--- src/rtl/adc_capture.sv ---
`default_nettype none
// ============================================================================
// Module   : adc_capture
// Brief    : Triggered 8-bit ADC capture into a DEPTH x 8 single-port buffer,
//            then streamed out byte by byte through a UART send handshake.
//            Define ADC_CAPTURE_HEADER_EN to prefix each frame with
//            0xAA, 0x55, DEPTH[7:0].
// Revision : 1.0
// ============================================================================

module adc_capture #(
    parameter int DEPTH = 256,
    parameter int DECIM = 1
) (
    input  logic       clk,
    input  logic       rst,
    input  logic [7:0] adc_in,
    input  logic [7:0] trig_level,
    input  logic       arm,
    output logic [7:0] tx_data,
    output logic       tx_start_n,
    input  logic       tx_busy,
    output logic [1:0] state
);

    localparam int c_AW = $clog2(DEPTH);
    localparam int c_CW = c_AW + 2;
`ifdef ADC_CAPTURE_HEADER_EN
    localparam int         c_HDR       = 3;
    localparam logic [7:0] c_DEPTH_LSB = 8'(DEPTH % 256);
`else
    localparam int         c_HDR       = 0;
`endif
    localparam int c_NBYTES = DEPTH + c_HDR;

    typedef enum logic [1:0] {
        IDLE    = 2'd0,
        ARMED   = 2'd1,
        CAPTURE = 2'd2,
        SEND    = 2'd3
    } state_t;

    typedef enum logic [1:0] {
        SUB_LOAD   = 2'd0,
        SUB_WAIT   = 2'd1,
        SUB_STROBE = 2'd2
    } sub_t;

    state_t            r_state;
    sub_t              r_sub;
    logic [7:0]        r_sample;
    logic [7:0]        r_prev;
    logic              r_arm_hold;
    logic [c_AW-1:0]   r_wr_addr;
    logic [c_AW-1:0]   r_rd_addr;
    logic [15:0]       r_dec_cnt;
    logic [c_CW-1:0]   r_byte_cnt;
    logic [7:0]        r_tx_data;
    logic              r_tx_start_n;
    logic [7:0]        r_rd_q;
    logic [7:0]        r_mem [DEPTH];

    logic              w_cross;
    logic              w_trig_fire;
    logic              w_dec_hit;
    logic              w_we;
    logic [c_AW-1:0]   w_addr;
    logic [7:0]        w_tx_byte;
    logic              w_in_hdr;

    assign w_cross     = (r_prev < trig_level) && (r_sample >= trig_level);
    assign w_trig_fire = (r_state == ARMED) && !r_arm_hold && w_cross;
    assign w_dec_hit   = (r_state == CAPTURE) && (r_dec_cnt == 16'(DECIM - 1));
    assign w_we        = w_trig_fire || w_dec_hit;
    // One address port shared by capture writes and send reads.
    assign w_addr      = (r_state == SEND) ? r_rd_addr : r_wr_addr;

    always_comb begin
        w_tx_byte = r_rd_q;
        w_in_hdr  = 1'b0;
`ifdef ADC_CAPTURE_HEADER_EN
        w_in_hdr = (r_byte_cnt < c_CW'(c_HDR));
        if (r_byte_cnt == c_CW'(0)) begin
            w_tx_byte = 8'hAA;
        end else if (r_byte_cnt == c_CW'(1)) begin
            w_tx_byte = 8'h55;
        end else if (r_byte_cnt == c_CW'(2)) begin
            w_tx_byte = c_DEPTH_LSB;
        end
`endif
    end

    always_ff @(posedge clk) begin
        if (w_we) begin
            r_mem[w_addr] <= r_sample;
        end
        r_rd_q <= r_mem[w_addr];
    end

    always_ff @(posedge clk or posedge rst) begin
        if (rst) begin
            r_state      <= IDLE;
            r_sub        <= SUB_LOAD;
            r_sample     <= 8'd0;
            r_prev       <= 8'd0;
            r_arm_hold   <= 1'b0;
            r_wr_addr    <= '0;
            r_rd_addr    <= '0;
            r_dec_cnt    <= 16'd0;
            r_byte_cnt   <= '0;
            r_tx_data    <= 8'd0;
            r_tx_start_n <= 1'b1;
        end else begin
            r_sample <= adc_in;
            r_prev   <= r_sample;
            case (r_state)
                IDLE: begin
                    r_tx_start_n <= 1'b1;
                    if (arm) begin
                        r_state    <= ARMED;
                        r_arm_hold <= 1'b1;
                    end
                end
                ARMED: begin
                    // The first armed cycle only primes the previous-sample register.
                    r_arm_hold <= 1'b0;
                    if (w_trig_fire) begin
                        r_state   <= CAPTURE;
                        r_wr_addr <= c_AW'(1);
                        r_dec_cnt <= 16'd0;
                    end
                end
                CAPTURE: begin
                    if (w_dec_hit) begin
                        r_dec_cnt <= 16'd0;
                        if (r_wr_addr == c_AW'(DEPTH - 1)) begin
                            r_wr_addr  <= '0;
                            r_rd_addr  <= '0;
                            r_byte_cnt <= '0;
                            r_sub      <= SUB_LOAD;
                            r_state    <= SEND;
                        end else begin
                            r_wr_addr <= r_wr_addr + c_AW'(1);
                        end
                    end else begin
                        r_dec_cnt <= r_dec_cnt + 16'd1;
                    end
                end
                SEND: begin
                    case (r_sub)
                        SUB_LOAD: begin
                            r_sub <= SUB_WAIT;
                        end
                        SUB_WAIT: begin
                            if (!tx_busy) begin
                                if (r_byte_cnt == c_CW'(c_NBYTES)) begin
                                    r_state <= IDLE;
                                end else begin
                                    r_tx_start_n <= 1'b0;
                                    r_tx_data    <= w_tx_byte;
                                    r_sub        <= SUB_STROBE;
                                end
                            end
                        end
                        SUB_STROBE: begin
                            r_tx_start_n <= 1'b1;
                            r_byte_cnt   <= r_byte_cnt + c_CW'(1);
                            if (!w_in_hdr) begin
                                r_rd_addr <= r_rd_addr + c_AW'(1);
                            end
                            r_sub <= SUB_LOAD;
                        end
                        default: begin
                            r_sub <= SUB_LOAD;
                        end
                    endcase
                end
                default: begin
                    r_state <= IDLE;
                end
            endcase
        end
    end

    assign tx_data    = r_tx_data;
    assign tx_start_n = r_tx_start_n;
    assign state      = r_state;

endmodule

`default_nettype wire
--- config.mk ---
export PLATFORM = sky130hd
export DESIGN_NAME = adc_capture
export DESIGN_NICKNAME = d
export VERILOG_FILES = /design/src/rtl/adc_capture.sv
export SDC_FILE = /design/constraint.sdc
export NUM_CORES = 2
export LEC_CHECK = 0
export ABC_AREA = 1
export BUFFER_PORTS_ARGS = -buffer_cell sky130_fd_sc_hd__buf_2
export CAP_MARGIN = 20
export CORE_MARGIN = 2
export CORE_UTILIZATION = 55
export CTS_CLUSTER_SIZE = 12
export DETAILED_ROUTE_END_ITERATION = 8
export PLACE_DENSITY_LB_ADDON = 0.25
export RECOVER_POWER = 50
export SYNTH_ARGS = -nofsm -noshare
export SYNTH_HDL_FRONTEND = slang
export SYNTH_SLANG_ARGS = --single-unit
--- constraint.sdc ---
create_clock -name clk -period 8.62 [get_ports clk]
set_clock_uncertainty 0.15 [all_clocks]
set_input_delay 0 -clock clk [delete_from_list [all_inputs] [get_ports clk]]
set_output_delay 0 -clock clk [all_outputs]
set_load 0.05 [all_outputs]
==> reports/qor.csv <==
stage;metric;value;unit
worst_setup_path;cp_num_buf_inv;2;
finish;area_growth;8.83;%
timing;fmax;0.139;GHz
timing;tns;0;ns
cts;clock_latency;0.86;ns
min_path;hold_path.class;input port to flop;
global_routing;grt_first_pass_wirelength;366000;um
floorplanning;num_rows;149;
yosys;synth_area_leader_cell;edfxtp_1;
min_path;holdPathStages;6;
worst_setup_path;crit_path_start_kind;flop;
power;powerDensity;315;mW/mm2
finish;finish.utilization;0.601;
worst_setup_path;cp_slowest_stage_delay;2.67;ns
timing;rsz0062_at_grt;no;
finish;multi_input_area;0.0252;mm2
cts;cts_inserted_buffers;207;
routing;drc;0;
yosys;synth-edff-count;2048;
yosys;async_reset_ff_frac;0.0338;
cts;clk_path_buf_depth;3;
worst_setup_path;r2r_end;r_mem[64][0];
yosys;synth.net_count;9047;
cts;postCtsSetupBuffers;0;
yosys;synth_flop_cell;edfxtp_1;
worst_setup_path;r2r-start;r_sample[0];
yosys;yosysTopAreaCellShare;0.676;
finish;seq_area;0.0635;mm2
yosys;synth_area;0.0909;mm2
floorplanning;fp.dieH;411;um
power;p_sw;0.0122;W
timing;slew_headroom;-1.82;
placement;gp_congestion;0.884;
cts;cts_tree;yes;
routing;drt_iter0_drc;8654;
routing;vias_per_cell;5.66;
job;maxCapViolCount;26;
routing;drt_wl_total;243000;um
worst_setup_path;cp_max_fo;67;
worst_setup_path;crit_slowest_cell;clkbuf_1;
floorplanning;ios;31;
yosys;synth_area_per_cell;10.1;um2
global_routing;antenna_found_initial;5;
cts;clk_pin_slew;0.06;ns
placement;portBuffers;30;
global_routing;grt_usage;0.286;
timing;finalSetupViolations;0;
power;p_seq_frac;0.373;
worst_setup_path;required;8.90;ns
power;p_leak;40.2;nW
worst_setup_path;r2r_setup_slack;1.42;ns
worst_setup_path;r2r_cells;2;
timing;worst_pin_slew;4.23;ns
cts;clock-sinks;2128;
min_path;hold_start;tx_busy;
power;pwr-share-comb;0.359;
timing;hold_viol;0;
routing;first_pass_iters;6;
timing;min_period;7.20;ns
routing;vias;63200;
yosys;ys_warn_count;0;
routing;wire_per_inst;21.7;um
yosys;ys_seq_elements;2128;
floorplanning;chipWidth;411;um
worst_setup_path;worstSetupEndpointType;flop;
yosys;synthTopCellsByArea;edfxtp_1 (68%), nand2_1 (21%), nand3_1 (3.1%);
yosys;ys_seq_area_frac;0.698;
timing;post-route-period-util;0.835;
status;violations;max-capacitance violations, max-slew violations;
min_path;hold_path_end;state[0];
placement;dpl.hpwl;133000;um
yosys;netlist_instances;9002;
floorplanning;initial_core_util;0.552;
cts;cts-root-buf;clkbuf_16;
global_routing;gr-total-overflow;0;
finish;final_common_cell;nand2_1;
floorplanning;core_area;0.165;mm2
worst_setup_path;worstPathArrival;7.48;ns
finish;drive_gt1_frac;0.0420;
global_routing;grt_pass1_vias;59500;
routing;ant_nets;0;
power;internal-power;0.0189;W
worst_setup_path;path_cells;clkbuf_1 > clkbuf_2;
finish;final_cell_mix;nand2_1 (5,040), edfxtp_1 (2,048), nand3_1 (539);
power;power_switching_share;0.392;
power;total_power;0.0312;W
worst_setup_path;crit_family;buffers and inverters;
timing;drv_slew;1956;
floorplanning;die_area;0.169;mm2
finish;layout.nets;8891;
finish;nFillCells;13300;
status;outcome;complete, but fails checks;
cts;htree_levels;4;
worst_setup_path;crit_type;flop to flop;
global_routing;grt_max_degree;213;
power;pwr-share-clk;0.268;
yosys;synth_cell_types;38;
power;ir_drop;0.500;mV
[sequential cells by signal, indices dropped and copies added (netlist names)]
register	count
r_mem	2048
r_dec_cnt	16
r_byte_cnt	10
r_prev	8
r_rd_addr	8
r_rd_q	8
r_sample	8
r_wr_addr	8
tx_data	8
r_sub	2
state	2
r_arm_hold	1
tx_start_n	1
[stage by stage]
| stage | area (um2) | worst slack, ns | hold WS (ns) | cells |
|---|---|---|---|---|
| floorplan | 90900 | 2.61 | -0.119 | 9002 |
| global placement | 92700 | 2.68 | -0.0409 | 10800 |
| detailed placement | 92800 | 2.62 | -0.0399 | 10800 |
| CTS | 99100 | 2.52 | 0.0554 | 11200 |
| global route | 98900 | 1.10 | 0.141 | 11200 |
| finish | 99000 | 1.42 | 0.134 | 11200 |
[what timing repair did]
action                                 CTS  global route
resized for setup                        0             0
hold buffers                            25             0
setup endpoints to repair                0             0
endpoints found under the hold margin   96             0
[synth_stat cells (4+ instances only)]
| cell type | instances |
|---|---|
| a21oi_1 | 11 |
| buf_1 | 42 |
| buf_2 | 156 |
| clkbuf_1 | 307 |
| dfrtp_1 | 71 |
| dfxtp_1 | 8 |
| edfxtp_1 | 2048 |
| ha_1 | 25 |
| inv_1 | 81 |
| mux2_2 | 8 |
| nand2_1 | 5042 |
| nand3_1 | 555 |
| nand4_1 | 20 |
| nor2_1 | 380 |
| nor3_1 | 15 |
| nor4_1 | 4 |
| o21ai_0 | 80 |
| o21ai_1 | 101 |
| o31ai_1 | 9 |
| xor2_1 | 13 |
[power by group through the flow]
stage	sequential (W)	clock (W)	combinational [W]
after floorplan	0.0119	0	0.00773
after global placement	0.0118	0	0.0109
after detailed placement	0.0118	0	0.0110
after CTS	0.0116	0.00843	0.0111
after global routing	0.0116	0.00881	0.0124
final	0.0116	0.00835	0.0112
[cell families after synthesis]
kind of cell	Yosys count	synth area share
XOR/XNOR	16	0.00154
AO/OA/AOI/OAI	209	0.0120
AND/OR/NAND/NOR	6023	0.257
buffers and inverters	593	0.0268
multiplexers	8	0.000991
adder cells (fa/ha/maj)	25	0.00344
flip-flops	2128	0.698
[how the worst max path moves through the flow]
stage                     depth (start not counted)             to  slack, ns   startpoint
after floorplan                                  12  r_mem[129][0]       2.61  r_sample[0]
after global placement                           18      r_rd_q[0]       2.68     state[0]
after detailed placement                         18      r_rd_q[0]       2.62     state[0]
after CTS                                        18      r_rd_q[0]       2.52     state[0]
after global routing                              2   r_mem[64][0]       1.10  r_sample[0]
final                                             2   r_mem[64][0]       1.42  r_sample[0]
[final cells by class]
type,instances,share of cell area
Clock buffer,299,0.0576
Antenna cell,6,0.000152
Clock inverter,42,0.00358
Inverter,85,0.00338
Timing Repair Buffer,143,0.0115
Multi-Input combinational cell,6281,0.255
Sequential cell,2128,0.641
Tap cell,2189,0.0277
[worst min-delay path, cell delays in order]
cell and delay, ns:
dlygate4sd3_1 0.53, buf_2 0.13, o31ai_1 0.07, nor3b_1 0.13, nand2_1 0.11, o21ai_0 0.10
[metal layers]
metal  up-vias  GRT usage  routed length [um]
li1      29300          -                   -
met3       450     0.0564               25200
met5         -          0                  13
met4         2      0.106                8810
met2      3194      0.443              111000
met1     30200      0.404               97500
Note: power is estimated with default switching activity, not from simulation.
